**src/rtl/freq_div_pkg.sv**
```systemverilog
// Shared constants and helpers for the programmable clock divider.
package freq_div_pkg;

  localparam int unsigned MIN_DIV     = 2;
  localparam int          DEF_CNT_W   = 8;
  localparam int          DEF_DIV_VAL = 3;

  function automatic int unsigned clamp_div(input int unsigned n);
    return (n < MIN_DIV) ? MIN_DIV : n;
  endfunction

  function automatic int unsigned half_ceil(input int unsigned n);
    return (n + 1) >> 1;
  endfunction

endpackage

```
**src/rtl/freq_div_n_if.sv**
```systemverilog
// Control/status bundle between a divider and its configuring logic.
interface freq_div_n_if #(
  parameter int CNT_W = 8
);
  logic             en;
  logic [CNT_W-1:0] div_val;
  logic             cout;
  logic             tick;
  logic [CNT_W-1:0] cur_div;
  logic             cfg_err;

  modport master (
    output en, div_val,
    input  cout, tick, cur_div, cfg_err
  );

  modport slave (
    input  en, div_val,
    output cout, tick, cur_div, cfg_err
  );
endinterface

```
**src/rtl/freq_div_negedge_retime.sv**
```systemverilog
// Single falling-edge flop used to delay the posedge-domain level by half a clock.
module freq_div_negedge_retime (
  input  logic clk,
  input  logic rst,
  input  logic d_i,
  output logic q_o
);

  always_ff @(negedge clk or posedge rst) begin
    if (rst) q_o <= 1'b0;
    else     q_o <= d_i;
  end

endmodule

```
**src/rtl/freq_div_n.sv**
```systemverilog
// Runtime-programmable integer clock divider with 50% duty output and period tick.
// FREQ_DIV_DUTY_CORR_EN adds the falling-edge correction for odd divisors.
module freq_div_n
  import freq_div_pkg::*;
#(
  parameter int CNT_W   = DEF_CNT_W,
  parameter int DEF_DIV = DEF_DIV_VAL
) (
  input  logic          clk,
  input  logic          rst,
  freq_div_n_if.slave   bus
);

  localparam logic [CNT_W-1:0] DEF_DIV_C = CNT_W'(DEF_DIV);

  logic [CNT_W-1:0] cnt_q, cnt_d;
  logic [CNT_W-1:0] div_q, div_d;
  logic [CNT_W-1:0] div_req, last_cnt, half;
  logic             run_q;
  logic             p_out_q, p_out_d;
  logic             tick_q, tick_d;
  logic             wrap, boundary;

  always_comb begin
    div_req  = CNT_W'(clamp_div(32'(bus.div_val)));
    last_cnt = div_q - CNT_W'(1);
    half     = CNT_W'(half_ceil(32'(div_q)));
    wrap     = (cnt_q == last_cnt);
    // A fresh start after en was low also opens a period, so it may load too.
    boundary = !bus.en || !run_q || wrap;
    div_d    = boundary ? div_req : div_q;
    cnt_d    = boundary ? '0 : cnt_q + CNT_W'(1);
    p_out_d  = bus.en && (cnt_d < half);
    tick_d   = bus.en && (cnt_d == '0);
  end

  always_ff @(posedge clk or posedge rst) begin
    if (rst) begin
      cnt_q   <= '0;
      div_q   <= DEF_DIV_C;
      run_q   <= 1'b0;
      p_out_q <= 1'b0;
      tick_q  <= 1'b0;
    end else begin
      cnt_q   <= cnt_d;
      div_q   <= div_d;
      run_q   <= bus.en;
      p_out_q <= p_out_d;
      tick_q  <= tick_d;
    end
  end

`ifdef FREQ_DIV_DUTY_CORR_EN
  logic n_out;

  freq_div_negedge_retime u_retime (
    .clk (clk),
    .rst (rst),
    .d_i (p_out_q),
    .q_o (n_out)
  );

  // Odd divisors: AND with the half-cycle-late copy moves the rising edge to a negedge.
  assign bus.cout = div_q[0] ? (p_out_q & n_out) : p_out_q;
`else
  assign bus.cout = p_out_q;
`endif

  assign bus.tick    = tick_q;
  assign bus.cur_div = div_q;
  assign bus.cfg_err = (bus.div_val < CNT_W'(MIN_DIV));

endmodule

```
**src/flat_wrapper.sv**
```systemverilog
// flat-port wrapper written by rule: the top's interface ports become plain ports
module freq_div_n_flat import freq_div_pkg::*;
#(
  parameter int CNT_W   = DEF_CNT_W,
  parameter int DEF_DIV = DEF_DIV_VAL
)
  (clk, rst, bus_en, bus_div_val, bus_cout, bus_tick, bus_cur_div, bus_cfg_err);
  freq_div_n_if #(.CNT_W(CNT_W)) bus_i ();
  input  logic clk;
  input  logic rst;
  input wire logic [$bits(bus_i.en)-1:0] bus_en;
  input wire logic [$bits(bus_i.div_val)-1:0] bus_div_val;
  output wire logic [$bits(bus_i.cout)-1:0] bus_cout;
  output wire logic [$bits(bus_i.tick)-1:0] bus_tick;
  output wire logic [$bits(bus_i.cur_div)-1:0] bus_cur_div;
  output wire logic [$bits(bus_i.cfg_err)-1:0] bus_cfg_err;
  assign bus_i.en = bus_en;
  assign bus_i.div_val = bus_div_val;
  assign bus_cout = bus_i.cout;
  assign bus_tick = bus_i.tick;
  assign bus_cur_div = bus_i.cur_div;
  assign bus_cfg_err = bus_i.cfg_err;
  freq_div_n #(.CNT_W(CNT_W), .DEF_DIV(DEF_DIV)) u_core (.clk(clk), .rst(rst), .bus(bus_i));
endmodule
```
**config.mk**
```make
export PLATFORM = sky130hd
export DESIGN_NAME = freq_div_n_flat
export DESIGN_NICKNAME = d
export VERILOG_FILES = /design/src/rtl/freq_div_pkg.sv /design/src/rtl/freq_div_n_if.sv /design/src/rtl/freq_div_negedge_retime.sv /design/src/rtl/freq_div_n.sv /design/src/flat_wrapper.sv
export SDC_FILE = /design/constraint.sdc
export NUM_CORES = 1
export LEC_CHECK = 0
export CORE_ASPECT_RATIO = 0.5
export CORE_MARGIN = 2
export CORE_UTILIZATION = 25
export DETAILED_ROUTE_END_ITERATION = 10
export SYNTH_ARGS = -nofsm -noshare
export SYNTH_HDL_FRONTEND = slang
export SYNTH_HIERARCHICAL = 1
export SYNTH_SLANG_ARGS = --single-unit
```
**constraint.sdc**
```tcl
create_clock -name clk -period 7.4 [get_ports clk]
set_input_delay 1.48 -clock clk [delete_from_list [all_inputs] [get_ports clk]]
set_output_delay 1.48 -clock clk [all_outputs]
set_load 0.02 [all_outputs]
```
# After elaboration in Yosys (flattened, before gate mapping)
# Cells that the tools add are included.
# word_totals
register_bits,19
inputBits,11
out_inout_bits,11
wordCells,21
# op_classes
addsub,3
order_cmp,3
n_eq_ne,1
muxes,2
n_reduce_logical,7
# op_table
cell,n
8-bit by 2-bit less-than comparator with 1-bit output (second input constant),2
8-bit two-way mux,2
8-bit by 1-bit adder with 9-bit output (second input constant),1
8-bit by 1-bit adder with 8-bit output (second input constant),1
8-bit equality test,1
8-bit logical NOT,1
8-bit less-than comparator,1
8-bit by 1-bit subtractor with 8-bit output (second input constant),1
1-bit logical AND,2
1-bit logical NOT,2
1-bit logical OR,2

# Depth between registers and ports, before layout
# Gate-level depths: netlist (run 1).
# logic_depth
ltp_word,6
depth_mapped,17

# Worst setup path after synthesis (run 1)
# OpenSTA, ideal clock, no wires.
# synth_timing
path_kind,input to output
start,input bus_div_val[4]
end,output bus_cfg_err
t_arrival_ns,2.733
required_ns,5.920
setup_slack_ns,3.187
stages,2
cell_sequence,or4_1 nor4_1
# synth_between
elab_chain_cells,1
# synth_lines
element,line,text
from (decl),flat_wrapper.sv:12,input wire logic [$bits(bus_i.div_val)-1:0] bus_div_val;
8-bit by 2-bit less-than comparator with 1-bit output,freq_div_n.sv:71,assign bus.cfg_err = (bus.div_val < CNT_W'(MIN_DIV));
to (decl),flat_wrapper.sv:16,output wire logic [$bits(bus_i.cfg_err)-1:0] bus_cfg_err;
# No other way between the ends.

# Worst setup path in the final report (run 1)
# Ends and elaborated chain as after synthesis.

==> run metrics, run 1 <==
final setup TNS=0 ps; routed via count=~1,100; Clk network pwr share=0.375; Worst-Skew Late Latency=250 ps; vias in the first global route=1,108; Cell Area, Synth=1430 sq um; Crit Path Max Fanout=3; most frequent cell after synthesis=dfrtp_1; Final Wtd Congestion=roughly 0.75; pin count of the biggest net entering global routing=20; RSZ-0062 raised after global routing=false; Final Worst Setup Slack=2410 ps; drt first-iter violations=32; Synth Instances=145; synthesized area per cell=9.87 sq um; net switching share of the total power=0.275; dominant cell type by area after synthesis=dfrtp_1; postcts setup bufs=0; asr flop ratio synth=1.00; area taken by multi-input logic gates=878 sq um; R2R Path Start=u_core/bus.cur_div[0]; die area=6380 sq um; Max IR drop VDD=roughly 0.085 mV; Initial Util=0.261; pre-CTS WS=2400 ps; Pint=0.000216 W; H-tree Lvls=1; Tmin final=4990 ps; global route total overflow=0; Sw Pwr=0.0000818 W; fin crit share=0.674; Worst-Margin Slew=861 ps; Core ar.=around 5500 sq um; Fmax=201 MHz; # fillers=564; Ys Warns=6; dpl hpwl=about 2.4 mm; CTS root buf=clkbuf_16; number of buffers added on ports=21; # diodes=0; clock slew at the register clock pins of the worst setup and hold paths=60 ps; top_reg_cell synth=dfrtp_1; DR pass1 iterations=4; status=completed; register bit total from synthesis=19; cts bufs inserted=3; NumNets Final=about 180; Comb power frac=0.215; Sequential Power Share=0.410; top area cells in the synthesized netlist=dfrtp_1 30%, ha_1 8.7%, xnor2_1 8.6%; worst min path class=flop to flop; clk sinks=19; Post-Syn Nets=166; post-synth top area share=0.297; Pwr Density=about 170 nW/um^2; Final Hold Fails=0; cts hold-fix bufs=0; Cell variety after synth=42; worst path required time=5920 ps; clk_skew=1.55 ps; Slew HR=0.425; DRC viols=0; GRT Util Overall=0.107; share of post-route cells with drive strength above 1=0.101; vias per cell=4.66; Reg area=478 sq um; Clock Path Buffers=2; synthesis-to-finish area growth=23.0%; CP startpoint=bus_div_val[4]; EDFF count, synth=0; Crit. End Element=output port; hold_sp=u_core/run_q; first-pass GRT wire length=5.56 mm; number of cell rows=19; routed wire length per instance=13.4 microns; IO Pins=22; final slew viol count=0; Worst Path Arrival=about 3500 ps; Synth top cells by count=17 x dfrtp_1, 14 x nor2_1, 14 x xnor2_1; Routed Antenna Nets=0; Resized cells post-CTS=0; setup violators final=0; Setup crit start kind=primary input; Pleak=~0.70 nW; Chip Width=111 microns; worst setup path category=primary input to output port; CTS tree=yes; Die H=57.5 microns; post-synthesis sequential area ratio=0.334; initial antenna violation count=0; reported max-cap violation count=0; drt total wl=3.12 mm
==> sequential cells by signal, indices dropped and copies added, names as in the netlist <==
name	cells
u_core/bus.cout	1
u_core/bus.cur_div	8
u_core/bus.tick	1
u_core/cnt_q	8
u_core/run_q	1
==> critical path: stages <==
cell             delay, ps
clkdlybuf4s50_1        410
or4_1                  540
nor4_1                 370
clkdlybuf4s50_1        700
==> final cells by class <==
type | instances | area share
multi-input cells | 109 | 0.499
flip-flops and latches | 19 | 0.271
well taps | 73 | 0.0519
clock inverters | 1 | 0.00284
repair buffers | 21 | 0.119
inverters | 6 | 0.0128
clock buffers | 3 | 0.0426
==> power groups by stage <==
| stage | Clock (W) | Combinational, W | Sequential [W] |
|---|---|---|---|
| floorplan | 0 | 0.0000427 | 0.000123 |
| detailed placement | 0 | 0.0000643 | 0.000124 |
| CTS | 0.000115 | 0.0000648 | 0.000122 |
| finish | 0.000112 | 0.0000641 | 0.000122 |
| global placement | 0 | 0.0000634 | 0.000124 |
| global route | 0.000119 | 0.0000707 | 0.000123 |
==> stage by stage <==
stage / total power (W) / cells / instance area, sq um / util / hold WS [ps]
6_report: 0.000298 / 232 / 1760 / 0.321 / 522
3_3_place_gp: 0.000187 / 228 / 1680 / 0.306 / 503
5_1_grt: 0.000313 / 232 / 1760 / 0.321 / 552
4_1_cts: 0.000302 / 232 / 1760 / 0.321 / 522
3_5_place_dp: 0.000188 / 228 / 1680 / 0.306 / 515
2_1_floorplan: 0.000166 / 145 / 1430 / - / 479
==> cell usage in the layout (no fill, tap or decap), drive strengths merged, types with 2 or more instances in the layout <==
master,n
nand2,3
and3,3
clkdlybuf4s50,21
nor4,3
xnor2,14
dfrtp,17
xor2,10
nor2b,3
ha,10
clkbuf,3
nor3,2
mux2,6
mux2i,2
o21a,4
dfstp,2
inv,6
o21ai,4
nand3,7
a32o,2
a31oi,2
o211ai,2
nor2,14
nand4,4
or4,2
==> layer usage <==
metal  track usage  wire, microns  vias to the layer above
li1              -              -                      545
met1         0.137           1520                      515
met2         0.192           1480                       19
met3        0.0149             86                        2
met4        0.0353             27                        0
met5             0              0                        -
==> cells by family (layout without fill, tap and decap cells) <==
family | Yosys count | in the layout | share of synthesized area
adder cells (fa/ha/maj) | 10 | 10 | 0.0874
multiplexers | 8 | 8 | 0.0612
flip-flops | 19 | 19 | 0.334
AND/OR/NAND/NOR | 46 | 46 | 0.180
XOR/XNOR | 24 | 24 | 0.152
AO/OA/AOI/OAI | 21 | 21 | 0.133
buffers and inverters | 17 | 31 | 0.0524
==> path summary, 6_finish.rpt <==
| check | to | slack [ps] | cells past startpoint |
|---|---|---|---|
| hold / removal | u_core/bus.tick | 520 | 1 |
| hold reg to reg | u_core/bus.tick | 520 | 1 |
| setup reg to reg | u_core/bus.cout | 3290 | 14 |
| setup / recovery | bus_cfg_err | 2410 | 4 |
| min in group asynchronous | u_core/bus.cout | 1670 | 2 |
| max in group asynchronous | u_core/bus.cur_div[7] | 5260 | 2 |
(Power assumes the default switching activity.)
==> run 2: changes to the inputs <==
==> constraint.sdc (replaced) <==
create_clock -name clk -period 5 [get_ports clk]
set_input_delay 1 -clock clk [delete_from_list [all_inputs] [get_ports clk]]
set_output_delay 1 -clock clk [all_outputs]
set_load 0.02 [all_outputs]
==> run metrics, run 2 (same netlist as run 1, synthesis figures left out) <==
status=completed; clk_skew=2.44 ps; drt total wl=roughly 3.3 mm; design area=1770 sq um; Slew HR=0.487; clock slew at the register clock pins of the worst setup and hold paths=around 60 ps; RSZ-0062 raised after global routing=false; setup violators final=0; Die H=57.5 microns; commonest non-fill, non-tap cell in the layout=clkdlybuf4s50_1; worst min path class=flop to flop; CTS root buf=clkbuf_16; share of post-route cells with drive strength above 1=0.106; number of buffers added on ports=21; fin crit share=0.798; worst-path cell chain=clkdlybuf4s50_1 -> or4_1 -> nor4_1 -> clkdlybuf4s50_1; cts hold-fix bufs=0; postcts setup bufs=0; worst setup path category=primary input to output port; Routed Antenna Nets=0; DR pass1 iterations=4; Pwr Density=250 nW/um^2; Total Power=0.000442 W; clk sinks=19; synthesis-to-finish area growth=23.5%; Worst Path Buf+Inv=2; Sw Pwr=0.000122 W; Worst-Skew Late Latency=roughly 250 ps; Clk network pwr share=0.372; Pint=between 0.0003 and 0.0004 W; number of cell rows=19; IO Pins=22; Initial Util=0.261; Final Util=0.322; Worst Path Arrival=2990 ps; Final Hold Fails=0; Crit. End Element=output port; final setup TNS=0 ps; crit-path leading delay family=buffers and inverters; initial antenna violation count=0; net switching share of the total power=0.275; Resized cells post-CTS=0; Worst-Margin Slew=769 ps; routed via count=between 1,000 and 1,500; Tmin final=3990 ps; routed wire length per instance=about 14 microns; commonest cells after routing, fill and taps aside=21 x clkdlybuf4s50_1, 17 x dfrtp_1, 14 x xnor2_1, 14 x nor2_1, 10 x ha_1; die area=6380 sq um; first-pass GRT wire length=5.51 mm; cts bufs inserted=3; # diodes=0; Core ar.=5490 sq um; Fmax=roughly 250 MHz; drt first-iter violations=35; CP dominant cell by count=clkdlybuf4s50_1; H-tree Lvls=1; Max IR drop VDD=0.177 mV; Sequential Power Share=0.409; vias in the first global route=1,107; reported max-cap violation count=0; DRC viols=0; Setup crit start kind=primary input; vias per cell=roughly 4.7; CP max stage cell=clkdlybuf4s50_1; placed instance area=1690 sq um; dpl hpwl=2.59 mm; Slowest Stage Delay on Critical Path=around 700 ps; Pleak=0.700 nW; final slew viol count=0; GRT Util Overall=0.108; CTS tree=yes; R2R Setup Slk=approximately 1300 ps; NumNets Final=between 150 and 200; pin count of the biggest net entering global routing=20; Crit Path Max Fanout=3; worst path required time=4000 ps; Final Wtd Congestion=0.779; global route total overflow=0; Chip Width=111 microns; Clock Path Buffers=2; Comb power frac=0.219
[run 2: final timing paths]
kind                            cells after the start                    end             startpoint
worst max-delay path                                4            bus_cfg_err         bus_div_val[4]
min in group asynchronous                           2        u_core/bus.cout                    rst
worst max register to register                     14        u_core/bus.cout  u_core/bus.cur_div[0]
worst min-delay path                                1        u_core/bus.tick           u_core/run_q
max in group asynchronous                           2  u_core/bus.cur_div[7]                    rst
worst min register to register                      1        u_core/bus.tick           u_core/run_q
[run 2: metrics by stage]
stage	cells	hold WS [ps]	setup WS, ps
3_5_place_dp	229	533	1020
6_report	233	537	1010
4_1_cts	233	541	996
5_1_grt	233	550	920
3_3_place_gp	229	499	1050
2_1_floorplan	145	479	1360
[run 2: metal layers]
| metal | share of wire | GRT usage |
|---|---|---|
| met1 | 0.47 | 0.134 |
| met2 | 0.49 | 0.196 |
| met3 | 0.018 | 0.0138 |
| met4 | 0.019 | 0.0406 |
| met5 | 0 | 0 |
[run 2: layout make-up]
class	instances	area, sq um
fillers	536	3720
multi-input cells	109	878
flip-flops and latches	19	478
repair buffers	22	218
well taps	73	91.3
clock buffers	3	75.1
inverters	6	22.5
clock inverters	1	5.00
[run 2: power by group through the flow]
| stage | Combinational [W] | Sequential [W] | Clock [W] |
|---|---|---|---|
| 3_3_place_gp | 0.0000947 | 0.000183 | 0 |
| 2_1_floorplan | 0.0000631 | 0.000182 | 0 |
| 3_5_place_dp | 0.0000970 | 0.000183 | 0 |
| 5_1_grt | 0.000105 | 0.000182 | 0.000176 |
| 6_report | 0.0000968 | 0.000181 | 0.000164 |
| 4_1_cts | 0.0000977 | 0.000181 | 0.000168 |
==> patch 1, RTL diff (config.mk and constraints of run 2) <==
Put a register stage on the output `bus.cfg_err`, without a reset. The value now appears one clock later.
--- a/src/rtl/freq_div_n.sv
+++ b/src/rtl/freq_div_n.sv
@@ -69,5 +69,7 @@
   assign bus.tick    = tick_q;
   assign bus.cur_div = div_q;
-  assign bus.cfg_err = (bus.div_val < CNT_W'(MIN_DIV));
+  always_ff @(posedge clk) begin
+    bus.cfg_err <= (bus.div_val < CNT_W'(MIN_DIV));
+  end
 
 endmodule
Function: changed (Yosys sat finds a counterexample within 4 cycles, from zero or initial values and one cycle with rst high).
==> patch 1 against run 2 <==
- worst setup slack worse by 32 ps
- sequential cell count rose by 1
- routed wire length is 4.8% lower
- power down 13%
- synthesized cell count is 1.4% higher
- cell area is 3.3% lower
- clock skew increased by 7.6 ps
- critical path depth grew 11
- area after synthesis shrank 2.5%
==> patch 1: results (changes against run 2) <==
[outcome]
status = completed

[cts]
clk_pin_slew_ps = 60  ; about the same
h-tree-depth = 1  ; unchanged
cts_setup_buffers = 0  ; unchanged
root_buffer = clkbuf_8

[final_layout]
nNonClkInverters = 7  ; +1
clock_area_frac = 0.0264  ; -0.0189
seq_share = 0.291  ; +0.0210
multi_input_area_share = 0.490  ; -0.00633
final_nets = 186  ; +2.2%
multi_input_gates = 112  ; +2.8%
clkbuf_count = 4  ; +1
drive_above_1_share = 0.0549  ; -0.0514
signal_buffers = 21  ; -4.5%
fill_cells = 539  ; +0.56%
seq_cells = 20  ; +1
buffer_area_frac = 0.123  ; -0.000155

[global_route]
grt_pass1_vias = 1139  ; +2.9%
grt_pass1_wl_um = 5540  ; +0.62%
use_met2 = 0.181  ; -0.0155
grtUsageMet1 = 0.157  ; +0.0230
use_met3 = 0.0279  ; +0.0141

[yosys]
synth_nets = 168  ; +1.2%
yosys-top-cells-count = dfrtp_1, xnor2_1, ha_1
synth.area.top_cells = dfrtp_1, ha_1, xnor2_1
yosysUniqueCellTypes = 40  ; -4.8%
async_reset_ff_frac = 0.950  ; -0.0500

[sta]
fin_skew_ps = 10.0  ; +7.57 ps
slew_headroom = 0.520  ; +0.0335

[critical_path]
cp_slowest_cell = a2111oi_4
slowest_delay_ps = 660  ; -40 ps
cp_max_fo = 9  ; +6
endpoint = u_core/bus.cout
crit_start = u_core/bus.cur_div[0]
crit_family = compound AO/OA/AOI/OAI gates
critPathArrivalTime_ps = 4200  ; +1210 ps
rrSetupSlack_ps = 980  ; -320 ps

[detailed_routing]
dr_wl_met2_um = 1460  ; -10%
avgRoutedWirePerCell_um = 13.2  ; -6.4%
route.met3.wl_um = 74  ; +25%
viasPerCell = 4.59  ; -1.6%
met1_length_um = 1580  ; +1.7%
first_iter_violations = 77  ; +120%

[placement]
dpl.hpwl_um = 2440  ; -5.6%
gp_congestion = 0.809  ; +3.8%

[min_path]
whs_path_depth = 2  ; +1
hold_start = u_core/bus.cur_div[1]

[power]
power_density_mw_per_mm2 = 224  ; -10%
irDropWorstVdd_mv = 0.0677  ; -62%
p_leak_uw = 0.000659  ; -5.8%

-- patch 1: changes by cell type in the layout (fill, tap and decap cells not counted), moves of 4 or more --
cell     change
nand2_1      +6
mux2_2       -4
nor3_1       +6
mux2_1       +4
nor2_1       -7
-- patch 1: cells by family after synthesis --
kind of cell,count (synthesis),synth area share
xor gates and xnor gates,21,0.132
and+or+nand+nor,52,0.201
adders and majority gates,10,0.0897
DFF,20,0.357
buffers and inverters,15,0.0422
muxes,8,0.0628
AOI/OAI and AO/OA,21,0.116
-- patch 1: where the power goes --
group / leakage (uW) / switching, uW / internal, uW
sequential: 0.000246 / 15.2 / 171
combinational: 0.000391 / 43.7 / 44.8
clock: 0.0000228 / 51.5 / 56.7
-- patch 1: metrics by stage --
stage	area [sq um]	instances	worst slack [ps]	total power, uW	hold slack (ps)
floorplan	1400	147	1270	243	541
finish	1710	237	977	382	557
global route	1710	237	699	405	572
detailed placement	1660	233	1000	278	549
global placement	1660	233	1140	276	550
CTS	1710	237	971	389	559
==> patch 2, RTL diff (config.mk and constraints of run 2) <==
Without the edit above. Set the package constant `DEF_CNT_W` to 10 (it was 8).
--- a/src/rtl/freq_div_pkg.sv
+++ b/src/rtl/freq_div_pkg.sv
@@ -3,5 +3,5 @@
 
   localparam int unsigned MIN_DIV     = 2;
-  localparam int          DEF_CNT_W   = 8;
+  localparam int          DEF_CNT_W   = 10;
   localparam int          DEF_DIV_VAL = 3;
 
Interface: changed (resized bus_cur_div and bus_div_val); port bits go from 22 to 26. No check against the original RTL was run, so the function may have changed too.
==> patch 2 against run 2 <==
- area after synthesis grew 38%
- sequential cell count grew 4
- first-iteration DRC count grew 150%
- cell area grew 29%
- routed wire length grew 43%
- non-clock buffer count grew 3
- power grew 16%
- worst setup slack lost 100 ps
- critical path type is now reg2reg
- highest routed layer unchanged
==> patch 2: results (changes against run 2) <==
[critical_path]
crit_start = u_core/bus.cur_div[0]
cp_max_fo = 21  ; +18
reg2reg_depth = 15  ; +1
rrSetupSlack_ps = 900  ; -400 ps
slowest_delay_ps = 910  ; +210 ps
critPathArrivalTime_ps = 4270  ; +1280 ps
crit_family = compound AO/OA/AOI/OAI gates
cp_slowest_cell = a21oi_2

[sta]
fin_hold_ws_ps = 608  ; +70.9 ps
fin_skew_ps = 2.44  ; -0.00192 ps
slew_headroom = 0.186  ; -0.300
fmax_mhz = 244  ; -2.5%

[power]
p_clk_uw = 175  ; +7%
swShare = 0.288  ; +0.0122
irDropWorstVdd_mv = 0.114  ; -36%
p_leak_uw = 0.000906  ; +29%

[global_route]
use_met2 = 0.197  ; +0.000671
track_usage = 0.116  ; +0.00825
grt_pass1_vias = 1578  ; +43%
grtUsageMet1 = 0.153  ; +0.0190
grt_pass1_wl_um = 7830  ; +42%

[final_layout]
final_nets = 236  ; +30%
drive_above_1_share = 0.114  ; +0.00804
final_cells = 318  ; +36%

[yosys]
yosysUniqueCellTypes = 51  ; +21%
synth.area.top_cells = dfrtp_1, xnor2_1, ha_1
yosys-top-cells-count = dfrtp_1, nand3_1, xnor2_1
synth_nets = 224  ; +35%
syn_inst = 199  ; +37%
ys_seq_area_frac = 0.293  ; -0.0408

[detailed_routing]
first_iter_violations = 86  ; +150%
routed_wl_um = 4700  ; +43%
route.met3.wl_um = 182  ; +210%
dr_wl_met2_um = 2210  ; +37%
met1_length_um = 2250  ; +45%
vias = 1522  ; +40%

[placement]
post-place-ws_ps = 862  ; -156 ps
placed_cells = 314  ; +37%
dpl-instance-area_sq_mm = 0.00220  ; +30%
dpl.hpwl_um = 3530  ; +37%
port_buffers = 25  ; +19%
gp_congestion = 0.854  ; +9.7%

[outcome]
status = completed

[min_path]
hold_start = u_core/bus.cur_div[1]
whs_path_depth = 2  ; +1

[patch 2: area by class of cell]
| class | count | area (sq um) |
|---|---|---|
| Clock buffer | 4 | 78.8 |
| Fill cell | 792 | 5210 |
| Inverter | 6 | 22.5 |
| Multi-Input combinational cell | 152 | 1210 |
| Sequential cell | 23 | 578 |
| Tap cell | 108 | 135 |
| Timing Repair Buffer | 25 | 250 |
[patch 2: worst register-to-register path, delay by kind of cell, from the launching register on]
kind	cells	cell delay, ps
DFF	1	670
xor gates and xnor gates	1	170
buffers and inverters	1	100
adders and majority gates	2	580
and+or+nand+nor	3	440
AOI/OAI and AO/OA	8	2060
[patch 2: kinds of logic after synthesis]
| kind of cell | after synthesis | share of synthesized area |
|---|---|---|
| fa+ha+maj | 12 | 0.0761 |
| mux | 11 | 0.0768 |
| xor+xnor | 32 | 0.142 |
| flops | 23 | 0.293 |
| compound gates | 25 | 0.110 |
| simple gates | 72 | 0.208 |
| buf+inv | 24 | 0.0933 |
